<file path="src/rtl/fetch_unit.sv">
// rtl/fetch_unit.sv - instruction fetch stage: PC ownership, timed memory read, write-back PC commit
module fetch_unit #(
    parameter int                  PC_WIDTH = 32,
    parameter logic [PC_WIDTH-1:0] RESET_PC = 32'h0000_0000,
    parameter int                  TIMEOUT  = 16
) (
    input  logic                clock,
    input  logic                reset,
    input  logic                enable_fetch,
    input  logic                enable_writeback,
    input  logic                do_branch,
    input  logic                do_jump,
    input  logic [13:0]         imm_14bit,
    input  logic [23:0]         imm_24bit,
    output logic [PC_WIDTH-1:0] im_addr,
    output logic                im_read,
    input  logic [31:0]         im_rdata,
    input  logic                im_ready,
    output logic [31:0]         instruction,
    output logic [PC_WIDTH-1:0] pc,
    output logic                fetch_busy,
    output logic                fetch_error
);

    localparam logic [0:0] S_IDLE = 1'b0;
    localparam logic [0:0] S_WAIT = 1'b1;

    // Last wait-counter value before the fetch is abandoned (TIMEOUT is 2..255).
    localparam logic [7:0] CNT_LAST = 8'(TIMEOUT - 1);

    logic [0:0]          state_q, state_d;
    logic [7:0]          cnt_q, cnt_d;
    logic [PC_WIDTH-1:0] addr_q, addr_d;
    logic [31:0]         instr_q, instr_d;
    logic                err_q, err_d;
    logic [PC_WIDTH-1:0] pc_q, pc_d;

    // Displacements are in halfwords: sign-extend to PC width, then scale by 2.
    logic [PC_WIDTH-1:0] jump_off;
    logic [PC_WIDTH-1:0] branch_off;

    assign jump_off   = PC_WIDTH'($signed(imm_24bit)) << 1;
    assign branch_off = PC_WIDTH'($signed(imm_14bit)) << 1;

    // Fetch sequencing: request latches the address, then wait for ready or time out.
    always_comb begin
        state_d = state_q;
        cnt_d   = cnt_q;
        addr_d  = addr_q;
        instr_d = instr_q;
        err_d   = err_q;
        case (state_q)
            S_IDLE: begin
                if (enable_fetch) begin
                    addr_d  = pc_q;
                    cnt_d   = 8'd0;
                    state_d = S_WAIT;
                end
            end
            S_WAIT: begin
                if (im_ready) begin
                    instr_d = im_rdata;
                    state_d = S_IDLE;
                end else if (cnt_q == CNT_LAST) begin
                    instr_d = 32'h0;
                    err_d   = 1'b1;
                    state_d = S_IDLE;
                end else begin
                    cnt_d = cnt_q + 8'd1;
                end
            end
            default: state_d = S_IDLE;
        endcase
    end

    // PC commit at write-back; jump outranks branch, otherwise fall through by one word.
    always_comb begin
        pc_d = pc_q;
        if (enable_writeback) begin
            if (do_jump) begin
                pc_d = pc_q + jump_off;
            end else if (do_branch) begin
                pc_d = pc_q + branch_off;
            end else begin
                pc_d = pc_q + PC_WIDTH'(4);
            end
        end
    end

    // State registers; reset aborts any fetch in flight.
    always_ff @(posedge clock or posedge reset) begin
        if (reset) begin
            state_q <= S_IDLE;
            cnt_q   <= 8'd0;
            addr_q  <= RESET_PC;
            instr_q <= 32'h0;
            err_q   <= 1'b0;
            pc_q    <= RESET_PC;
        end else begin
            state_q <= state_d;
            cnt_q   <= cnt_d;
            addr_q  <= addr_d;
            instr_q <= instr_d;
            err_q   <= err_d;
            pc_q    <= pc_d;
        end
    end

    assign im_addr     = addr_q;
    assign im_read     = (state_q == S_WAIT);
    assign fetch_busy  = (state_q == S_WAIT);
    assign instruction = instr_q;
    assign pc          = pc_q;
    assign fetch_error = err_q;

endmodule

</file>
<file path="config.mk">
export PLATFORM = sky130hd
export DESIGN_NAME = fetch_unit
export DESIGN_NICKNAME = d
export VERILOG_FILES = /design/src/rtl/fetch_unit.sv
export SDC_FILE = /design/constraint.sdc
export NUM_CORES = 1
export LEC_CHECK = 0
export ABC_AREA = 1
export BUFFER_PORTS_ARGS = -buffer_cell sky130_fd_sc_hd__buf_2
export CAP_MARGIN = 5
export CORE_MARGIN = 2
export CORE_UTILIZATION = 55
export DETAILED_ROUTE_END_ITERATION = 7
export PLACE_DENSITY_LB_ADDON = 0.3
export RECOVER_POWER = 50
export SLEW_MARGIN = 20
export SYNTH_ARGS = -nofsm -noshare
export SYNTH_HDL_FRONTEND = slang
export SYNTH_SLANG_ARGS = --single-unit
</file>
<file path="constraint.sdc">
create_clock -name clock -period 4.45 [get_ports clock]
set_clock_uncertainty 0.05 [all_clocks]
set_input_delay 0.89 -clock clock [delete_from_list [all_inputs] [get_ports clock]]
set_output_delay 0.89 -clock clock [all_outputs]
set_load 0.005 [all_outputs]
</file>
# == Word level (Yosys, flattened, before mapping) ==
# Cells that the tools add are included.
# word_totals
register_bits,106
input_bits,77
out_inout_bits,99
elab_cells,33
# op_classes
n_addsub,4
n_eq_ne,4
n_mux,12
bitwise,2
n_reduce_logical,5
# op_table
cell,count
$mux W32,4
$add A32 B32 Y32,2
$add A32 B3 Y32 const B,1
$mux W8,3
$pmux W8 S2,1
$add A8 B1 Y8 const B,1
$eq A8 B4 Y1 const B,1
$ne A2 B2 Y1 const B,3
$reduce_and A3 Y1,2
$reduce_and A2 Y1,2
$mux W1,3
$not A1 Y1,2
$pmux W1 S2,1
$reduce_bool A2 Y1,1

# == Logic depth before layout (Yosys ltp) ==
# Gate-level depths: netlist of run 1.
# depth
ltp_word,4
ltp_mapped,16
mapped_depth_nobuf,16

# == Worst setup path after synthesis of run 1 ==
# Ideal clock, no wire load.
# synth_timing
kind,input -> register
start,input port imm_24bit[0]
end,"register pc_q[31], in the netlist pc[31]"
setup_time_ns,0.117
t_arrival_ns,2.433
required_ns,4.283
slack_ns,1.850
cell_stages,15
path_buffers,0
cell_sequence,ha_1 inv_1 fa_1 nor2_1 nor2_1 o21ai_0 nand3_1 nand2_1 nand2_1 nand2_1 nand2_1 nand3_1 nand2_1 nand2_1 nand2_1
# synth_via
elab_chain_cells,2
# synth_lines
item,line,rtl
start: declaration,14,"input logic [23:0] imm_24bit,"
$add A32 B32 Y32,81,pc_d = pc_q + jump_off;
$mux W32,80,if (do_jump) begin
end signal: assignment,105,pc_q <= pc_d;
end: declaration,36,"logic [PC_WIDTH-1:0] pc_q, pc_d;"
# Every way passes these cells.
# A chain may end at the register's enable or synchronous reset.

==> run metrics, run 1 <==
GR Overflow Total 0; antenna fix cells 0; post-synthesis register bit count between 100 and 150; Final nets around 1,800; initial antenna violation count 0; clock latency at the later pin of the worst-skew pair 0.36 ns; status complete, but fails checks; CTS clk-pin slew, worst paths 0.07 ns; final setup fails 0; CORE AREA 0.01664 mm2; Num CTS Buffers 9; TNS Setup 0 ns; Synth async-reset ratio 100.0%; GRT met1 Usage 45.81%; layout cells sized above 1 between 10% and 20%; WS Path Type in -> async; CP max stage delay approximately 1.8 ns; total track usage 33.61%; CP Cell Sequence buf_2 -> inv_1; die height 134.9 um; GR peak layer met2; top cell type's share of synthesized area ~28%; DRT iter0 DRCs 1,225; crit start category primary input; Detail Route Antenna Nets 0; failing checks max-capacitance violations, max-slew violations; PD cells 538.3 mW/mm2; DR pass1 iterations 6; DRC viols 0; cell total after placement 1,884; Slowest cell on crit path inv_1; die width 134.9 um; Worst Path Required 4.31 ns; num ports 176; met2 usage roughly 54%; stages on the worst setup path 2; die area roughly 0.018 mm2; Layout area overhead 13.75%; commonest non-fill, non-tap cell in the layout nand2_1; Power, Total 5.768 mW; Placer Congestion 0.9755; final WL 30.54 mm; largest net degree at the start of global routing between 70 and 80; CP bufs+invs 2; # Post-CTS Setup Buffers 0; largest area contributor in the netlist dfrtp_1; I/O Buffers 173; average cell area after synthesis slightly above 6 um2; ranking of synthesized cells by area dfrtp_1 (28%), nand2_1 (21%), ha_1 (8.2%); H-Tree Depth 3; cts repair resizes 0; commonest cells after routing, fill and taps aside nand2_1 (528), inv_1 (185), nand3_1 (153); Post-DP HPWL 24.42 mm; worst r2r path cells 14; RSZ-0062 raised after global routing false; register area share after synthesis roughly 28%; Min-Delay Path Class reg -> reg; clk buf depth 2; sequential cell area 0.002603 mm2; Leakage a little under 6 nW; Final min period ~3.0 ns; vias post-DR 10,610; Most used DFF post-synth dfrtp_1; CTS tree done; crit end category async pin; final period utilization between 60% and 70%; area taken by multi-input logic gates 0.005934 mm2; Relative slew margins -75.64%; Yosys warnings 0; Worst Hold Depth 2; first-pass GRT wire length around 48 mm; max-slew violations 106; EDFF count, synth 0; Crit Path Max Fanout 70; critical path arrival 2.87 ns; Max Cap Violations 2; Post-Syn Instances ~1,500; fin cells 1,900; hold_buf cts 0; average wire per standard cell 16.07 um; Initial Util 56.60%; CP top delay family buffers and inverters; row cnt 47; CTS sink count 104; CTS Root Cell clkbuf_16; Max IR drop VDD 0.0002628 V; Netlist cell types 52; Fillers 1,616; Max Fclk 332.3 MHz; met3 usage 5.743%; Post-Syn Area about 0.0094 mm2; vias in the first global route 9,820; Fin. Hold Viols 0; number of vias per cell 5.584; Slew @ Worst Pin 2.632 ns
## worst min-delay path, delay by kind of cell, from the launching register on
family           cells  cell delay (ns)
AND/OR/NAND/NOR      2             0.09
flip-flops           1             0.34
## layer usage
layer / vias up / wire (um)
met3: 78 / 2552
met1: 4809 / 13220
met2: 490 / 13880
li1: 5233 / -
met4: 0 / 890
met5: - / 0
## cells by family after synthesis
| family | synth area share [%] |
|---|---|
| xor+xnor | 2.418 |
| flops | 27.63 |
| compound gates | 12.21 |
| other cells | 0.03981 |
| fa+ha+maj | 8.661 |
| buf+inv | 9.431 |
| simple gates | 39.61 |
## cell usage after synthesis (all sizes together) (17+ instances only)
| cell type | number |
|---|---|
| dfrtp | 104 |
| nor2 | 148 |
| nor3 | 17 |
| o21ai | 82 |
| a21oi | 92 |
| clkbuf | 30 |
| nand2 | 531 |
| nand3 | 154 |
| xor2 | 22 |
| inv | 186 |
| ha | 62 |
| nand4 | 22 |
## sequential cells by signal, summed over array words and instances, names as in the netlist
signal / flops
fetch_busy: 1
cnt_q: 8
fetch_error: 1
pc: 31
im_addr: 31
instruction: 32
## layout make-up
class | instances | share of cell area (%)
flip-flops and latches | 104 | 24.29
clock buffers | 10 | 2.231
repair buffers | 181 | 8.443
clock inverters | 6 | 0.5255
multi-input cells | 1192 | 55.39
inverters | 187 | 6.551
well taps | 220 | 2.569
## metrics by stage
| step | worst slack (ns) | utilization, % | instance area [um2] | hold slack (ns) |
|---|---|---|---|---|
| final | 1.440 | 64.38 | 10710 | 0.4178 |
| after detailed placement | 1.463 | 62.78 | 10450 | 0.4026 |
| after global routing | 0.9529 | 64.38 | 10710 | 0.4386 |
| after CTS | 1.831 | 64.55 | 10740 | 0.4209 |
| after floorplan | 0.7778 | - | 9423 | 0.4154 |
| after global placement | 1.550 | 62.69 | 10430 | 0.3991 |
## path summary, 6_finish.rpt
path	start	to	slack, ns
setup / recovery	reset	im_addr[5]$_DFFE_PP0P_	1.44
min in group asynchronous	reset	instruction[0]$_DFFE_PP0P_	1.38
hold reg to reg	im_addr[21]$_DFFE_PP0P_	im_addr[21]$_DFFE_PP0P_	0.42
max in group clock	im_ready	cnt_q[7]$_DFFE_PP0P_	1.62
hold / removal	im_addr[21]$_DFFE_PP0P_	im_addr[21]$_DFFE_PP0P_	0.42
setup reg to reg	pc[2]$_DFFE_PP0P_	pc[31]$_DFFE_PP0P_	1.84
## power breakdown
group          internal [mW]  leakage [nW]  switching [mW]
Clock                  0.410         0.144           0.402
Sequential              1.22          1.28           0.439
Combinational           1.17          4.52            2.12
Total                   2.80          5.95            2.96
Note: power is estimated with default switching activity, not from simulation.
==> run 2: changes to the inputs <==
Clock period 4.45 ns to 2.8 ns, I/O delays scaled along.
==> run 2 against run 1 <==
Compared with the run above: the flow still finishes with violations (max-capacitance violations, max-slew violations); core utilization grew 1.7 points; non-clock buffer count is 39 higher; clock power increased by 66%; final cell count grew 2.1%; sequential power up 51%; critical path depth increased by 8; sequential share of layout area shrank 0.63 points; first-iteration DRC count down 14%; total power increased by 69%; register-to-register slack lost 1.6 ns; critical path type is now reg -> reg; largest power group unchanged.
==> run metrics, run 2 (synthesized netlist as in run 1, its figures left out) <==
final period utilization 92.68%; hold_buf cts 0 (unchanged); hold_sp im_rdata[19]; CP max stage delay 0.51 ns (-1.32 ns); DR pass1 iterations 6 (unchanged); DRC viols 0 (unchanged); PD cells 888.3 mW/mm2 (+65%); DRT iter0 DRCs 1,055 (-14%); die height 134.9 um (unchanged); Final min period 2.595 ns; Slew @ Worst Pin 1.584 ns (-1.048 ns); commonest non-fill, non-tap cell in the layout nand2_1; Detail Route Antenna Nets 0 (unchanged); first-pass GRT wire length 52.69 mm (+8.9%); max reg flops 32 (unchanged); layout cells sized above 1 13.38% (+2.0 points); crit start category register; TNS Setup 0 ns (unchanged); cell total after placement 1,923 (+2.1%); Fin. Hold Viols 0 (unchanged); initial antenna violation count 2 (+2); Max Cap Violations 1 (-1); total track usage 37.33% (+3.7 points); Worst Hold Depth 3 (+1); worst reg2reg setup slack 0.20 ns (-1.64 ns); Slowest cell on crit path dfrtp_1; Fillers 1,646 (+1.9%); vias post-DR 10,950 (+3.2%); commonest cells after routing, fill and taps aside nand2_1 (529), inv_1 (184), nand3_1 (153); num ports 176 (unchanged); Post-DP HPWL 27.20 mm (+11%); Placer Congestion 1.007 (+3.2%); Layout area overhead 16.76%; GR Overflow Total 0 (unchanged); fin cells 1,939 (+2.1%); Final nets 1,855 (+2.1%); Crit Path Max Fanout 5 (-93%); status complete, but fails checks; final setup fails 0 (unchanged); antenna fix cells 0 (unchanged); crit end category register; Max Fclk between 300 and 400 MHz; Power, Total 9.770 mW (+69%); CTS Root Cell clkbuf_16; row cnt 47 (unchanged); Leakage 6.133 nW (+3.0%); largest net degree at the start of global routing 66 (-7.0%); CTS tree done; die width 134.9 um (unchanged); # Post-CTS Setup Buffers 0 (unchanged); final WL 33.91 mm (+11%); worst reg2reg endpoint pc[30]$_DFFE_PP0P_; Worst Path Required 3.00 ns (-1.31 ns); RSZ-0062 raised after global routing false; most used cell, CP nand3_1; sequential cell area 0.002603 mm2 (unchanged); I/O Buffers 173 (unchanged); CTS sink count 104 (unchanged); clk buf depth 2 (unchanged); CORE AREA 0.01664 mm2 (unchanged); number of vias per cell 5.648 (+1.1%); max-slew violations 66 (-38%); worst r2r path cells 10 (-4); CP Cell Sequence ha_1 -> nand2_1 -> o21ai_0 -> a21oi_1 -> nor2_1 -> nor2_1 -> nand3_1 -> nand3_1 -> nand3_1 -> nand2_1; WS Path Type reg -> reg; Relative slew margins -5.571% (+70 points); Initial Util 56.60% (unchanged); vias in the first global route 10,110 (+2.9%); fin util 66.09% (+1.7 points); H-Tree Depth 3 (unchanged); CTS clk-pin slew, worst paths 0.09 ns (+0.02 ns); cts repair resizes 0 (unchanged); Max IR drop VDD 0.0005792 V (+120%); Num CTS Buffers 9 (unchanged); Min-Delay Path Class in -> reg; hold endpoint instruction[19]$_DFFE_PP0P_; average wire per standard cell 17.49 um (+8.8%); die area 0.01819 mm2 (unchanged); critical path arrival 2.80 ns (-0.07 ns); clock latency at the later pin of the worst-skew pair 0.37 ns (about the same); reg2reg start pc[17]$_DFFE_PP0P_; failing checks max-capacitance violations, max-slew violations; area taken by multi-input logic gates 0.005932 mm2 (about the same)
## run 2: cell types whose count changed in the layout (fill, tap and decap cells not counted)
cell,before,now
buf_4,7,45
inv_1,185,184
clkinvlp_2,0,1
buf_8,1,0
inv_6,3,2
nand2_2,2,1
nand2_1,528,529
clkbuf_2,0,2
inv_12,0,1
inv_8,2,3
clkbuf_8,1,0
## run 2: layout make-up
type | instances | share of cell area (%)
multi-input combinational | 1192 | 53.94
sequential | 104 | 23.66
timing repair buffer | 220 | 10.77
inverter | 187 | 6.394
tap | 220 | 2.503
clock buffer | 9 | 2.048
clock inverter | 7 | 0.6826
## run 2: worst max-delay path: cells and delay by family, from the launching register on
kind / cells / cell delay (ns)
fa+ha+maj: 1 / 0.41
flops: 1 / 0.51
compound gates: 2 / 0.66
simple gates: 7 / 0.85
## run 2: through the flow
step	hold WS (ns)	worst slack, ns	cell area (um2)
6_report	0.3697	0.2049	11000
5_1_grt	0.3728	0.0003513	11000
4_1_cts	0.2431	0.2439	11050
3_5_place_dp	0.4031	0.08751	10750
3_3_place_gp	0.3978	0.1052	10750
2_1_floorplan	0.4154	0.5299	9427
## run 2: per-layer routing
metal / global-route usage (%) / routed length, um / up-vias
met5: 0 / 13 / -
met4: 14.80 / 1201 / 2
met3: 8.821 / 3446 / 78
met2: 58.74 / 15170 / 543
met1: 49.69 / 14090 / 5014
li1: - / - / 5314
## run 2: how the worst max path moves through the flow
stage | start | to | slack (ns)
floorplan | imm_24bit[0] | pc[31]$_DFFE_PP0P_ | 0.53
CTS | pc[18]$_DFFE_PP0P_ | pc[30]$_DFFE_PP0P_ | 0.24
global route | pc[3]$_DFFE_PP0P_ | pc[18]$_DFFE_PP0P_ | 0.0004
global placement | imm_14bit[13] | pc[26]$_DFFE_PP0P_ | 0.11
finish | pc[17]$_DFFE_PP0P_ | pc[30]$_DFFE_PP0P_ | 0.20
detailed placement | imm_14bit[13] | pc[26]$_DFFE_PP0P_ | 0.09
## run 2: where the power goes
group          switching (mW)  total, mW  internal [mW]
logic                    3.81       5.92           2.11
clock network           0.702       1.35          0.643
registers               0.564       2.51           1.94
total                    5.08       9.77           4.69
